**src/rtl/mavg_sched_if.sv**
```systemverilog
// Requester/filter bus for mavg_channel_scheduler: sources, grants, responses and filter push/result.
// The optional hi_pri vector exists only when MAVG_SCHED_PRIORITY_EN is defined.
interface mavg_sched_if #(
    parameter int NUM_REQ  = 4,
    parameter int SAMPLE_W = 6,
    parameter int ID_W     = $clog2(NUM_REQ)
);
    logic [NUM_REQ-1:0]          req;
    logic [NUM_REQ*SAMPLE_W-1:0] req_data;
    logic [NUM_REQ-1:0]          gnt;
    logic                        rsp_valid;
    logic [ID_W-1:0]             rsp_id;
    logic [SAMPLE_W-1:0]         rsp_data;
    logic                        flt_push;
    logic [ID_W-1:0]             flt_sel;
    logic [SAMPLE_W-1:0]         flt_data;
    logic                        flt_valid;
    logic [SAMPLE_W-1:0]         flt_result;
    logic                        busy;
    logic                        err_timeout;
`ifdef MAVG_SCHED_PRIORITY_EN
    logic [NUM_REQ-1:0]          hi_pri;
`endif

    // master: requesters plus the filter engine; slave: the scheduler
    modport master (
`ifdef MAVG_SCHED_PRIORITY_EN
        output hi_pri,
`endif
        output req, req_data, flt_valid, flt_result,
        input  gnt, rsp_valid, rsp_id, rsp_data, flt_push, flt_sel, flt_data,
               busy, err_timeout
    );

    modport slave (
`ifdef MAVG_SCHED_PRIORITY_EN
        input  hi_pri,
`endif
        input  req, req_data, flt_valid, flt_result,
        output gnt, rsp_valid, rsp_id, rsp_data, flt_push, flt_sel, flt_data,
               busy, err_timeout
    );
endinterface

```
**src/rtl/mavg_channel_scheduler.sv**
```systemverilog
// Round-robin arbiter sharing one moving-average filter among NUM_REQ sources, with WAIT timeout.
// Optional MAVG_SCHED_PRIORITY_EN restricts arbitration to high-priority requesters when any are pending.
module mavg_channel_scheduler #(
    parameter int NUM_REQ  = 4,
    parameter int SAMPLE_W = 6,
    parameter int TIMEOUT  = 15,
    parameter int ID_W     = $clog2(NUM_REQ)
) (
    input  logic         clk,
    input  logic         rst_n,   // active-high asynchronous reset
    mavg_sched_if.slave  bus
);
    localparam int CNT_W = $clog2(TIMEOUT + 1);

    typedef enum logic [1:0] {S_IDLE, S_ISSUE, S_WAIT, S_RESP} state_e;

    state_e              state_q;
    logic [ID_W-1:0]     rr_ptr_q;
    logic [ID_W-1:0]     win_q;
    logic [CNT_W-1:0]    cnt_q;
    logic [NUM_REQ-1:0]  gnt_q;
    logic                rsp_valid_q;
    logic [ID_W-1:0]     rsp_id_q;
    logic [SAMPLE_W-1:0] rsp_data_q;
    logic                flt_push_q;
    logic [ID_W-1:0]     flt_sel_q;
    logic [SAMPLE_W-1:0] flt_data_q;
    logic                busy_q;
    logic                err_q;

    logic [NUM_REQ-1:0]  cand;
    logic [ID_W-1:0]     win_d;
    logic [SAMPLE_W-1:0] win_data_d;
    logic                found;
    int                  arb_idx;

    always_comb begin
        cand = bus.req;
`ifdef MAVG_SCHED_PRIORITY_EN
        if (|(bus.req & bus.hi_pri)) cand = bus.req & bus.hi_pri;
`endif
        win_d   = '0;
        found   = 1'b0;
        arb_idx = 0;
        // first set candidate at or above rr_ptr, wrapping around
        for (int i = 0; i < NUM_REQ; i++) begin
            arb_idx = int'(rr_ptr_q) + i;
            if (arb_idx >= NUM_REQ) arb_idx = arb_idx - NUM_REQ;
            if (!found && cand[arb_idx]) begin
                found = 1'b1;
                win_d = ID_W'(arb_idx);
            end
        end
        win_data_d = bus.req_data[win_d*SAMPLE_W +: SAMPLE_W];
    end

    always_ff @(posedge clk or posedge rst_n) begin
        if (rst_n) begin
            state_q     <= S_IDLE;
            rr_ptr_q    <= '0;
            win_q       <= '0;
            cnt_q       <= '0;
            gnt_q       <= '0;
            rsp_valid_q <= 1'b0;
            rsp_id_q    <= '0;
            rsp_data_q  <= '0;
            flt_push_q  <= 1'b0;
            flt_sel_q   <= '0;
            flt_data_q  <= '0;
            busy_q      <= 1'b0;
            err_q       <= 1'b0;
        end else begin
            case (state_q)
                S_IDLE: begin
                    if (found) begin
                        state_q    <= S_ISSUE;
                        win_q      <= win_d;
                        flt_push_q <= 1'b1;
                        flt_sel_q  <= win_d;
                        flt_data_q <= win_data_d;
                        gnt_q      <= {{(NUM_REQ-1){1'b0}}, 1'b1} << win_d;
                        busy_q     <= 1'b1;
                    end
                end
                S_ISSUE: begin
                    flt_push_q <= 1'b0;
                    cnt_q      <= '0;
                    state_q    <= S_WAIT;
                end
                S_WAIT: begin
                    // a result arriving on the timeout cycle still wins
                    if (bus.flt_valid) begin
                        rsp_data_q  <= bus.flt_result;
                        rsp_valid_q <= 1'b1;
                        rsp_id_q    <= win_q;
                        state_q     <= S_RESP;
                    end else if (cnt_q == CNT_W'(TIMEOUT)) begin
                        rsp_data_q  <= '0;
                        err_q       <= 1'b1;
                        rsp_valid_q <= 1'b1;
                        rsp_id_q    <= win_q;
                        state_q     <= S_RESP;
                    end else begin
                        cnt_q <= cnt_q + 1'b1;
                    end
                end
                S_RESP: begin
                    rsp_valid_q <= 1'b0;
                    gnt_q       <= '0;
                    busy_q      <= 1'b0;
                    rr_ptr_q    <= (win_q == ID_W'(NUM_REQ-1)) ? '0 : win_q + 1'b1;
                    state_q     <= S_IDLE;
                end
                default: state_q <= S_IDLE;
            endcase
        end
    end

    assign bus.gnt         = gnt_q;
    assign bus.rsp_valid   = rsp_valid_q;
    assign bus.rsp_id      = rsp_id_q;
    assign bus.rsp_data    = rsp_data_q;
    assign bus.flt_push    = flt_push_q;
    assign bus.flt_sel     = flt_sel_q;
    assign bus.flt_data    = flt_data_q;
    assign bus.busy        = busy_q;
    assign bus.err_timeout = err_q;
endmodule

```
**src/flat_wrapper.sv**
```systemverilog
// flat-port wrapper written by rule: the top's interface ports become plain ports
module mavg_channel_scheduler_flat 
#(
    parameter int NUM_REQ  = 4,
    parameter int SAMPLE_W = 6,
    parameter int TIMEOUT  = 15,
    parameter int ID_W     = $clog2(NUM_REQ)
)
  (clk, rst_n, bus_req, bus_req_data, bus_flt_valid, bus_flt_result, bus_gnt, bus_rsp_valid, bus_rsp_id, bus_rsp_data, bus_flt_push, bus_flt_sel, bus_flt_data, bus_busy, bus_err_timeout);
  mavg_sched_if #(.NUM_REQ(NUM_REQ), .SAMPLE_W(SAMPLE_W), .ID_W(ID_W)) bus_i ();
  input  logic clk;
  input  logic rst_n;
  input wire logic [$bits(bus_i.req)-1:0] bus_req;
  input wire logic [$bits(bus_i.req_data)-1:0] bus_req_data;
  input wire logic [$bits(bus_i.flt_valid)-1:0] bus_flt_valid;
  input wire logic [$bits(bus_i.flt_result)-1:0] bus_flt_result;
  output wire logic [$bits(bus_i.gnt)-1:0] bus_gnt;
  output wire logic [$bits(bus_i.rsp_valid)-1:0] bus_rsp_valid;
  output wire logic [$bits(bus_i.rsp_id)-1:0] bus_rsp_id;
  output wire logic [$bits(bus_i.rsp_data)-1:0] bus_rsp_data;
  output wire logic [$bits(bus_i.flt_push)-1:0] bus_flt_push;
  output wire logic [$bits(bus_i.flt_sel)-1:0] bus_flt_sel;
  output wire logic [$bits(bus_i.flt_data)-1:0] bus_flt_data;
  output wire logic [$bits(bus_i.busy)-1:0] bus_busy;
  output wire logic [$bits(bus_i.err_timeout)-1:0] bus_err_timeout;
  assign bus_i.req = bus_req;
  assign bus_i.req_data = bus_req_data;
  assign bus_i.flt_valid = bus_flt_valid;
  assign bus_i.flt_result = bus_flt_result;
  assign bus_gnt = bus_i.gnt;
  assign bus_rsp_valid = bus_i.rsp_valid;
  assign bus_rsp_id = bus_i.rsp_id;
  assign bus_rsp_data = bus_i.rsp_data;
  assign bus_flt_push = bus_i.flt_push;
  assign bus_flt_sel = bus_i.flt_sel;
  assign bus_flt_data = bus_i.flt_data;
  assign bus_busy = bus_i.busy;
  assign bus_err_timeout = bus_i.err_timeout;
  mavg_channel_scheduler #(.NUM_REQ(NUM_REQ), .SAMPLE_W(SAMPLE_W), .TIMEOUT(TIMEOUT), .ID_W(ID_W)) u_core (.clk(clk), .rst_n(rst_n), .bus(bus_i));
endmodule
```
**config.mk**
```make
export PLATFORM = sky130hd
export DESIGN_NAME = mavg_channel_scheduler_flat
export DESIGN_NICKNAME = d
export VERILOG_FILES = /design/src/rtl/mavg_sched_if.sv /design/src/rtl/mavg_channel_scheduler.sv /design/src/flat_wrapper.sv
export SDC_FILE = /design/constraint.sdc
export NUM_CORES = 1
export LEC_CHECK = 0
export CAP_MARGIN = 10
export CORE_AREA = 5 5 69 83
export CTS_CLUSTER_DIAMETER = 80
export DETAILED_ROUTE_END_ITERATION = 12
export DIE_AREA = 0 0 74 88
export PLACE_DENSITY = 0.67
export SLEW_MARGIN = 10
export SYNTH_ARGS = -nofsm -noshare
export SYNTH_HDL_FRONTEND = slang
export SYNTH_SLANG_ARGS = --single-unit
```
**constraint.sdc**
```tcl
create_clock -name clk -period 2.56 [get_ports clk]
set_clock_uncertainty 0.15 [all_clocks]
set_input_delay 0.512 -clock clk [delete_from_list [all_inputs] [get_ports clk]]
set_output_delay 0.512 -clock clk [all_outputs]
set_load 0.02 [all_outputs]
```
==> metrics.txt <==
run status=completed; core region area=0.004870 mm^2; post-synth cell types=37; CP delay by family, top=simple AND/OR/NAND/NOR gates; largest net degree at the start of global routing=33; first-pass GRT wire length=6341 um; Synth Area in Adders=4.484%; Max clock buf depth=2; kind of critical path=input port to register; CTS tree=built; R2R Setup Slk=0.60 ns; Clock Sinks=32; synthesized area=0.001674 mm^2; GR Util met1=14.75%; Initial Util=34.38%; root buffer cell=clkbuf_8; Fin. Hold Viols=0; vias in the first global route=1,427; final core utilization=51.39%; fraction of registers with async set/reset=100.0%; CTS resizes=0; Max Transition Viols Final=0; buffers and inverters on the worst path=1; Post-DP HPWL=3122 um; synthesized instance count=158; syn nets=201; Vias/cell=5.110; GR Util All Layers=12.71%; hold buffers post-CTS=0; HP Class=register to register; Filler Cell Count=484; area occupied by registers=800.8 um^2; area of the multi-input gates=828.3 um^2; final setup margin=0.2672 ns; Worst Path Required=2.57 ns; # setup viols final=0; sequential cell area fraction in the yosys report=47.83%; area growth from synthesis to final layout=49.48%; drt total wl=3939 um; Synth Area in Compound Gates=22.05%; die span in y=88 um; H-Tree Depth=2; fraction of layout cells with a size suffix above 1=12.50%; grt peak-use layer=met2; Final Critical Period=2.293 ns; Placed Cells=285; synth cell count leaders=dfrtp_1 (32), o21ai_0 (18), nand2_1 (15), nor2_1 (8), nand3_1 (7); clk_lat worst skew=0.28 ns; via total after detailed routing=1,492; Post-synth EDFFs=0; count leader, synth=dfrtp_1; Max Cap Viol=0; Hold WS=0.3231 ns; Non-Filler Instances=292; Initial DRC Count=58; Die W=74 um; initial antenna violation count=0; routed len/inst=13.49 um; crit share post-route=89.56%; DR pass1 iterations=4; Synth Area in XOR/XNOR=0.5232%; GPL Wtd Cong=0.8139; CP arrival=2.30 ns; Lkg Pwr=1.090 nW; nets@finish=275; CP max-delay cell=or4_1; pre-CTS setup slack=-0.02930 ns; I/O Buffers=60; die area=0.006512 mm^2; Synth Warn #=0; combinational family with the most area after synthesis=compound AO/OA/AOI/OAI gates; Crit Path Max Fanout=7; flops & latches, synth=32; CP cell instances=clkdlybuf4s50_1 -> nor2b_2 -> or4_1 -> nand3_1 -> a21boi_1 -> a221o_1; Reg clk slew, reported paths=0.06 ns; CP startpoint kind=input port; Slew headroom=73.22%; Total Power=0.002737 W; Global Route met2 Usage=21.29%; syn avg cell area=10.60 um^2; RSZ-0062 raised after global routing=false; Worst path max stage delay=0.66 ns; Antenna Cells=0; Tightest Pin Transition=0.3981 ns; Post-CTS Setup Bufs=0; area leader, netlist=dfrtp_1; Crit. End Element=register; Post-Synth Simple-Gate Area=14.50%; ranking of synthesized cells by area=dfrtp_1 (48%), o21ai_0 (5.4%), ha_1 (4.5%), mux2_1 (4.0%), a221o_1 (3.6%); fmax=436.1 MHz; VDD IR max=0.3571 mV; Top FF cell, synth=dfrtp_1; number of buffers created by CTS=5; mux contribution to synthesized area=7.922%; area share of the largest cell type after synthesis=47.83%; Final ANT Viol Nets=0; GR Layer Usage met3=3.789%; PwrDens=1094 mW/mm^2; grt total ovfl=0; # DRC=0; IO Count=61; row cnt=28
[path summary, 6_finish.rpt]
check | start | end | depth (start not counted)
worst max-delay path | bus_req[1] | u_core.bus.flt_data[2] | 6
worst min-delay path | u_core.bus.err_timeout | u_core.bus.err_timeout | 1
max in group asynchronous | rst_n | u_core.bus.err_timeout | 3
worst min register to register | u_core.bus.err_timeout | u_core.bus.err_timeout | 1
min in group asynchronous | rst_n | u_core.bus.rsp_id[1] | 3
worst max register to register | u_core.rr_ptr_q[0] | u_core.bus.flt_data[3] | 5
[logic make-up after synthesis]
group                    after synthesis
AO/OA/AOI/OAI                         51
multiplexers                          12
adder cells (fa/ha/maj)                6
AND/OR/NAND/NOR                       44
XOR/XNOR                               1
buffers and inverters                 12
flip-flops                            32
[area by class of cell]
cell class,count,share of cell area (%)
inverter,6,0.9000
timing repair buffer,73,27.90
clock buffer,6,2.900
tap,60,3.000
clock inverter,1,0.2000
sequential,32,32.00
multi-input combinational,114,33.10
[per-stage QoR]
stage | TNS (ns) | area, um^2
finish | 0 | 2502
global route | 0 | 2502
CTS | 0 | 2502
detailed placement | -0.09054 | 2425
global placement | -0.008542 | 2425
floorplan | 0 | 1674
[worst register-to-register path, stage by stage (launching register included)]
cell,delay [ns]
dfrtp_1,0.44
nor2b_1,0.27
a211oi_4,0.09
nor2_4,0.22
mux2_1,0.38
a221o_1,0.32
[state kept, by name, summed over array words and instances, names as in the netlist]
name and count:
u_core.bus.busy 1, u_core.state_q 2, u_core.bus.err_timeout 1, u_core.bus.rsp_valid 1, u_core.cnt_q 4, u_core.bus.rsp_data 6, u_core.bus.flt_data 6, u_core.bus.flt_push 1
u_core.bus.gnt 4, u_core.win_q 2, u_core.bus.rsp_id 2, u_core.rr_ptr_q 2
[power by group]
| group | internal (W) | switching, W |
|---|---|---|
| clock | 0.000184 | 0.000167 |
| combinational | 0.000759 | 0.000734 |
| sequential | 0.000728 | 0.000163 |
[cell usage in the layout (no fill, tap or decap), types with 5 or more instances in the layout]
master / synthesis / final
a21boi_1: 6 / 6
a221o_1: 6 / 6
a22o_1: 6 / 6
buf_4: 0 / 13
clkbuf_8: 0 / 5
clkdlybuf4s50_1: 0 / 60
dfrtp_1: 32 / 32
ha_1: 6 / 6
inv_1: 6 / 6
mux2_1: 6 / 6
nand2_1: 15 / 15
nand3_1: 7 / 7
nor2_1: 8 / 8
o21ai_0: 18 / 18
[layer usage]
layer / part of all wire [%] / up-vias
met4: 1.7 / 0
met1: 42 / 712
li1: - / 728
met2: 49 / 44
met5: 0 / -
met3: 7.0 / 8
(Power assumes the default switching activity.)
